<file path="config.mk">
export PLATFORM = sky130hd
export DESIGN_NAME = regbank_mp
export DESIGN_NICKNAME = d
export VERILOG_FILES = /design/src/rtl/regbank_pkg.sv /design/src/rtl/regbank_scoreboard.sv /design/src/rtl/regbank_mp.sv
export SDC_FILE = /design/constraint.sdc
export NUM_CORES = 1
export LEC_CHECK = 0
export CORE_ASPECT_RATIO = 1.5
export CORE_MARGIN = 1.5
export CORE_UTILIZATION = 55
export DETAILED_ROUTE_END_ITERATION = 10
export MAX_ROUTING_LAYER = met4
export PLACE_DENSITY = 0.76
export SLEW_MARGIN = 10
export SYNTH_ARGS = -nofsm -noshare
export SYNTH_HDL_FRONTEND = slang
export SYNTH_SLANG_ARGS = --single-unit
</file>
<file path="constraint.sdc">
create_clock -name clk -period 3 [get_ports clk]
set_clock_uncertainty 0.2 [all_clocks]
set_input_delay 0.6 -clock clk [delete_from_list [all_inputs] [get_ports clk]]
set_output_delay 0.6 -clock clk [all_outputs]
set_load 0.03 [all_outputs]
</file>
<file path="src/rtl/regbank_pkg.sv">
// Shared defaults and helpers for the multi-ported register bank and its scoreboard.
package regbank_pkg;

    localparam int unsigned DefRegWidth  = 32;
    localparam int unsigned DefRegCount  = 16;
    localparam int unsigned DefReadPorts = 2;

    function automatic int unsigned addr_width(input int unsigned count);
        return (count > 1) ? $clog2(count) : 1;
    endfunction

    localparam int unsigned DefAddrWidth = addr_width(DefRegCount);

    typedef logic [DefReadPorts-1:0][DefAddrWidth-1:0] raddr_arr_t;
    typedef logic [DefReadPorts-1:0][DefRegWidth-1:0]  rdata_arr_t;

endpackage

</file>
<file path="src/rtl/regbank_scoreboard.sv">
// Busy-bit scoreboard: reservations set a bit, writes clear it, reserve wins on a tie.
module regbank_scoreboard
    import regbank_pkg::*;
#(
    parameter int unsigned REG_COUNT  = DefRegCount,
    parameter int unsigned READ_PORTS = DefReadPorts,
    parameter int unsigned ZERO_REG   = 1,
    parameter int unsigned AW         = addr_width(REG_COUNT)
) (
    input  logic                       clk,
    input  logic                       rst,
    input  logic                       we,
    input  logic [AW-1:0]              waddr,
    input  logic                       rsv_en,
    input  logic [AW-1:0]              rsv_addr,
    input  logic [READ_PORTS*AW-1:0]   raddr,
    output logic                       rsv_ok,
    output logic [READ_PORTS-1:0]      rbusy,
    output logic [REG_COUNT-1:0]       busy_vec
);

    logic [REG_COUNT-1:0] busy_q, busy_d;
    logic                 zero_hit;

    assign zero_hit = (ZERO_REG != 0) && (rsv_addr == '0);
    assign rsv_ok   = rsv_en && !busy_q[rsv_addr] && !zero_hit;
    assign busy_vec = busy_q;

    always_comb begin
        for (int unsigned i = 0; i < READ_PORTS; i++) begin
            rbusy[i] = busy_q[raddr[i*AW +: AW]];
        end
    end

    // Set is applied after clear so an accepted reservation survives a same-cycle write.
    always_comb begin
        busy_d = busy_q;
        if (we) begin
            busy_d[waddr] = 1'b0;
        end
        if (rsv_ok) begin
            busy_d[rsv_addr] = 1'b1;
        end
    end

    always_ff @(posedge clk) begin
        if (rst) begin
            busy_q <= '0;
        end else begin
            busy_q <= busy_d;
        end
    end

endmodule

</file>
<file path="src/rtl/regbank_mp.sv">
// Multi-read-port register bank with write-first bypass, optional hardwired zero
// register, and a reservation scoreboard.
module regbank_mp
    import regbank_pkg::*;
#(
    parameter int unsigned REG_WIDTH  = DefRegWidth,
    parameter int unsigned REG_COUNT  = DefRegCount,
    parameter int unsigned READ_PORTS = DefReadPorts,
    parameter int unsigned ZERO_REG   = 1,
    localparam int unsigned AW        = addr_width(REG_COUNT)
) (
    input  logic                            clk,
    input  logic                            rst,
    input  logic                            we,
    input  logic [AW-1:0]                   waddr,
    input  logic [REG_WIDTH-1:0]            wdata,
    input  logic [READ_PORTS*AW-1:0]        raddr,
    output logic [READ_PORTS*REG_WIDTH-1:0] rdata,
    output logic [READ_PORTS-1:0]           rbusy,
    input  logic                            rsv_en,
    input  logic [AW-1:0]                   rsv_addr,
    output logic                            rsv_ok,
    output logic [REG_COUNT-1:0]            busy_vec
);

    logic [REG_WIDTH-1:0] regs_q  [REG_COUNT];
    logic [REG_WIDTH-1:0] regs_d  [REG_COUNT];
    logic [REG_WIDTH-1:0] rdata_q [READ_PORTS];
    logic [REG_WIDTH-1:0] rdata_d [READ_PORTS];
    logic                 wr_en;

    assign wr_en = we && !((ZERO_REG != 0) && (waddr == '0));

    always_comb begin
        regs_d = regs_q;
        if (wr_en) begin
            regs_d[waddr] = wdata;
        end
    end

    // Reading from the post-write image gives the write-first bypass for free.
    always_comb begin
        for (int unsigned i = 0; i < READ_PORTS; i++) begin
            if ((ZERO_REG != 0) && (raddr[i*AW +: AW] == '0)) begin
                rdata_d[i] = '0;
            end else begin
                rdata_d[i] = regs_d[raddr[i*AW +: AW]];
            end
        end
    end

    always_ff @(posedge clk) begin
        if (rst) begin
            for (int unsigned n = 0; n < REG_COUNT; n++) begin
                regs_q[n] <= '0;
            end
            for (int unsigned i = 0; i < READ_PORTS; i++) begin
                rdata_q[i] <= '0;
            end
        end else begin
            regs_q  <= regs_d;
            rdata_q <= rdata_d;
        end
    end

    for (genvar g = 0; g < READ_PORTS; g++) begin : g_rdata
        assign rdata[g*REG_WIDTH +: REG_WIDTH] = rdata_q[g];
    end

    regbank_scoreboard #(
        .REG_COUNT  (REG_COUNT),
        .READ_PORTS (READ_PORTS),
        .ZERO_REG   (ZERO_REG),
        .AW         (AW)
    ) u_scoreboard (
        .clk      (clk),
        .rst      (rst),
        .we       (we),
        .waddr    (waddr),
        .rsv_en   (rsv_en),
        .rsv_addr (rsv_addr),
        .raddr    (raddr),
        .rsv_ok   (rsv_ok),
        .rbusy    (rbusy),
        .busy_vec (busy_vec)
    );

endmodule
</file>
# Word-level counts from Yosys, hierarchy flattened
# Cells that the tools add are included.
[classes]
bitwise = 6
reduce_logical = 15
div = 0
n_mux = 22
n_eq_ne = 0
n_shift = 0
add_sub_neg = 0
order_cmp = 10
multipliers = 0
[op_table]
columns = ["operator", "n"]
rows = [
  ["$bwmux W512", 1],
  ["$mux W512", 1],
  ["$bmux W32 S4", 2],
  ["$mux W32", 5],
  ["$demux W32 S4", 1],
  ["$mux W16", 2],
  ["$lt A4 B5 Y1 const B", 4],
  ["$and A16 B16 Y16", 1],
  ["$logic_not A4 Y1", 4],
  ["$not A16 Y16", 1],
  ["$or A16 B16 Y16", 1],
  ["$ge A5 B5 Y1 const B", 3],
  ["$not A4 Y5", 3],
  ["$bmux W1 S4", 3],
  ["$demux W1 S4", 2],
  ["$ge A4 B1 Y1 const B", 2],
  ["$logic_and A1 B1 Y1", 6],
  ["$lt A5 B1 Y1 const B", 1],
  ["$mux W1", 5],
  ["$reduce_or A2 Y1", 2],
  ["$logic_not A1 Y1", 3],
]
[word_totals]
mem_bits_rw = 0
reg_bits = 592
inputBits = 52
latchBits = 0
memories = 0
romBits = 0
out_inout_bits = 83

# Logic depth before layout (Yosys ltp)
[logic_depth]
depth_word = 10
depth_mapped = 10
mapped_depth_nobuf = 6

# Cells and area by module
# Synthesis repeated with hierarchy kept, for this count alone.
[unflattened]
hier_cells = 4351
area_unflattened_um2 = 31750.5
[modules_own_cells]
columns = ["module", "instances", "area_each_um2", "cells_per_inst"]
rows = [
  ["regbank_mp", 1, 30707.0, 4259],
  ["regbank_scoreboard", 1, 1043.5, 92],
]

# Worst setup path after synthesis
# OpenSTA, ideal clock, no wires.
[synth_path]
kind = "input to output"
from = "in raddr[4]"
to = "out rbusy[1]"
required_ns = 2.200
t_arrival_ns = 2.318
cell_stages = 4
path_slack_ns = -0.118
path_cell_list = "buf_4 clkbuf_1 mux4_2 mux4_2"
[synth_between]
elab_chain_len = 2
[synth_lines]
columns = ["item", "line_no", "rtl"]
rows = [
  ["start: declaration", "regbank_mp.sv:17", "input logic [READ_PORTS*AW-1:0] raddr,"],
  ["$bmux W1 S4", "regbank_scoreboard.sv:31", "rbusy[i] = busy_q[raddr[i*AW +: AW]];"],
  ["$mux W1 (implied by the code)", "regbank_scoreboard.sv:31", ""],
  ["end: declaration", "regbank_mp.sv:19", "output logic [READ_PORTS-1:0] rbusy,"],
]
# Every way passes these cells. The select of a mux whose other input is x is not followed.

# Worst setup path in the final report
[layout_path]
from = "reg u_scoreboard.busy_q[15] (netlist: u_scoreboard.busy_vec[15])"
to = "out rsv_ok"
[layout_between]
elab_chain_len = 5
[layout_lines]
columns = ["item", "line_no", "rtl"]
rows = [
  ["start: declaration", "regbank_scoreboard.sv:22", "logic [REG_COUNT-1:0] busy_q, busy_d;"],
  ["start signal: assignment", "regbank_scoreboard.sv:50", "busy_q <= busy_d;"],
  ["$bmux W1 S4", "regbank_scoreboard.sv:26", "assign rsv_ok = rsv_en && !busy_q[rsv_addr] && !zero_hit;"],
  ["$mux W1 (implied by the code)", "regbank_scoreboard.sv:26", ""],
  ["$logic_not A1 Y1", "regbank_scoreboard.sv:26", ""],
  ["$logic_and A1 B1 Y1 (2 in a row)", "regbank_scoreboard.sv:26", ""],
  ["end: declaration", "regbank_mp.sv:22", "output logic rsv_ok,"],
]
# Every way passes these cells. The select of a mux whose other input is x is not followed.

==> impl_metrics.csv <==
group,metric,value,unit
status,status,"complete, but fails checks",
status,violations,"setup timing",
placed_design,port_buffers,134,
logic_synthesis,syn_avg_cell_area,8.61,um2
die,io_pins,135,
final_layout,drive_gt1_share,24.5,%
cts,cts_tree,"done",
pwr,power_density,453,nW/um2
drt,wl_met3,12000,um
logic_synthesis,synth_edf_count,0,
global_route,grt_overflow,0,
drt,wl_met2,61100,um
drt,dr_total_vias,32800,
pwr,ir_drop,0.495,mV
final_layout,post-route-util,74.1,%
final_layout,fin_area,40500,um2
placed_design,post_dp_cell_area,38400,um2
cts,clkLatencyLatePin,0.65,ns
die,die_height,291,um
die,dieWidth,195,um
timing,slew_viol_final,0,
logic_synthesis,async_flop_share,0,%
timing,hold_viol,0,
drt,dr.pass1.iters,6,
drt,first_iter_violations,3730,
global_route,grt_use_total,47.5,%
final_layout,final_nets,4255,
die,start_util,55.5,%
die,core,54700,um2
logic_synthesis,ys_ff_latch,582,
timing,worst_slack,-0.162,ns
logic_synthesis,netlist_instances,3525,
timing,fmaxAchievable,316,MHz
logic_synthesis,synth_top_area_share,38.4,%
cts,cts.htree.levels,2,
drt,viasPerCell,6.63,
logic_synthesis,yosysMostFrequentCell,"nor2_1",
worst_setup_path,crit_arrival,2.36,ns
cts,clk_pin_slew_worst_paths,0.07,ns
timing,layout_min_cycle_time,3.16,ns
global_route,grt_pass1_vias,32600,
logic_synthesis,synth_flop_cell,"dfxtp_1",
drt,highest_layer,"met4",
worst_setup_path,crit_type,"reg2out",
logic_synthesis,ys_seq_area_share,38.4,%
pwr,leakage,18.5,nW
global_route,grt_start_max_net_pins,169,
drt,drcViolationCount,0,
cts,cts_root_buf,"clkbuf_16",
logic_synthesis,synth.distinct_cells,83,
drt,finalWirelength,134000,um
placed_design,gp_congestion,1.05,
timing,finalCritPeriodShare,105,%
die,fp-row-count,105,
logic_synthesis,synth_area_leaders,"dfxtp_1 38%, mux2i_1 19%, nor2_1 7.6%",
logic_synthesis,yosysTopAreaCell,"dfxtp_1",
logic_synthesis,synth_nets,3577,
final_layout,stdcell_count,4950,
final_layout,areaGrowthSynthToFinish,33.4,%
timing,tightest_slew,0.982,ns
worst_setup_path,startpoint_type,"flop",
global_route,grt_pass1_wl,198000,um
drt,post_drt_wl_per_cell,27.2,um
placed_design,dpl.hpwl,95100,um
logic_synthesis,synth_warnings,0,
timing,setup_viol,2,
flow_run,cap_viol_max_count,0,
worst_setup_path,setup.worst_path.end_class,"output pin",
timing,tns,-0.314,ns
die,die_area,56600,um2
timing,rsz0062_at_grt,"true",
worst_hold_path,min_path_type,"in2reg",
timing,slew_headroom,34.5,%
global_route,antenna_found_initial,4,
cts,clock_path_buffers,3,
logic_synthesis,synth.cell_area,30300,um2
cts,cts_buffers,57,
placed_design,dp.cells,4833,
worst_setup_path,worstPathMaxFanout,2,
logic_synthesis,synthTopCellsByCount,"613 x nor2_1, 587 x mux2i_1, 582 x dfxtp_1",
drt,wl_met1,45700,um
cts,clock_sinks,582,
worst_setup_path,required,2.20,ns
drt,detail-route-antenna-nets,0,
[cell usage in the layout (no fill, tap or decap), types with 12 or more instances in the layout]
master and count:
a211o_1 13, a211oi_1 43, a21oi_1 167, a22o_1 19, a22oi_1 99, a31oi_1 20, and3_1 14, buf_12 83
buf_4 763, clkbuf_1 15, clkbuf_16 57, clkbuf_8 12, clkdlybuf4s50_1 120, dfxtp_1 576, mux2i_1 587, mux4_2 17
nand2_1 181, nand2b_1 21, nand3_1 20, nand4_1 34, nor2_1 607, nor2b_1 38, nor3_1 66, nor4_1 12
o211ai_1 25, o21a_1 18, o21ai_0 102, o221a_2 20, o221ai_1 26, o22ai_1 156, o311ai_0 13, o31ai_1 14
o32ai_1 20, or3_1 18
[final cells by class]
cell class	instances	area, um2
antenna	6	15.0
clock buffer	84	1650
clock inverter	21	260
fill	4159	14200
inverter	12	45.0
multi-input combinational	2566	17200
sequential	582	11700
tap	695	870
timing repair buffer	984	8770
[metal layers]
metal | global-route usage (%) | vias to the layer above
li1 | - | 14300
met1 | 49.6 | 15500
met2 | 74.0 | 2151
met3 | 9.96 | 865
met4 | 46.1 | 0
met5 | - | -
[sequential cells by signal (all words and copies together), names as in the netlist]
name and cells:
rdata 64, regs_q 502, u_scoreboard.busy_vec 16
[worst max-delay path, stage by stage, from the launching register on]
cell	delay (ns)
dfxtp_2	0.33
buf_6	0.11
mux4_2	0.48
mux4_2	0.50
nor2b_2	0.14
buf_6	0.14
[power by group]
part | internal [mW] | switching (mW)
clock network | 4.24 | 3.28
logic | 1.13 | 1.73
registers | 7.86 | 0.0846
[per-stage QoR]
stage               setup slack [ns]  hold slack (ns)  total power, mW
detailed placement            -0.559            0.255             10.8
global route                  -0.179           0.0275             18.7
global placement              -0.567            0.252             10.8
finish                        -0.162           0.0209             18.3
floorplan                     0.0390            0.236             9.42
CTS                           -0.190          0.00474             18.2
[final timing paths]
path / slack, ns / cells past startpoint / startpoint / endpoint
min reg2reg: 0.27 / 1 / regs_q[490]$_SDFF_PP0_ / regs_q[490]$_SDFF_PP0_
max: -0.16 / 5 / u_scoreboard.busy_vec[15]$_SDFF_PP0_ / rsv_ok
min: 0.02 / 2 / rst / regs_q[386]$_SDFF_PP0_
max reg2reg: 0.87 / 8 / u_scoreboard.busy_vec[15]$_SDFF_PP0_ / u_scoreboard.busy_vec[12]$_SDFF_PP0_
[what timing repair did]
item                                    in CTS  in global routing
gates resized for setup                     13                 15
buffers inserted                             3                  3
pin swaps                                    0                  1
endpoints found under the setup margin       3                 12
hold buffers                                 0                  0
[cells by family (layout without fill, tap and decap cells)]
family	count (synthesis)	count (layout)	share of synthesized area (%)
other cells	0	6	0
xor+xnor	4	4	0.115
buf+inv	377	1101	5.27
simple gates	1086	1086	15.8
compound gates	869	869	19.6
flops	582	582	38.4
mux	607	607	20.7
Note: power is estimated with default switching activity, not from simulation.
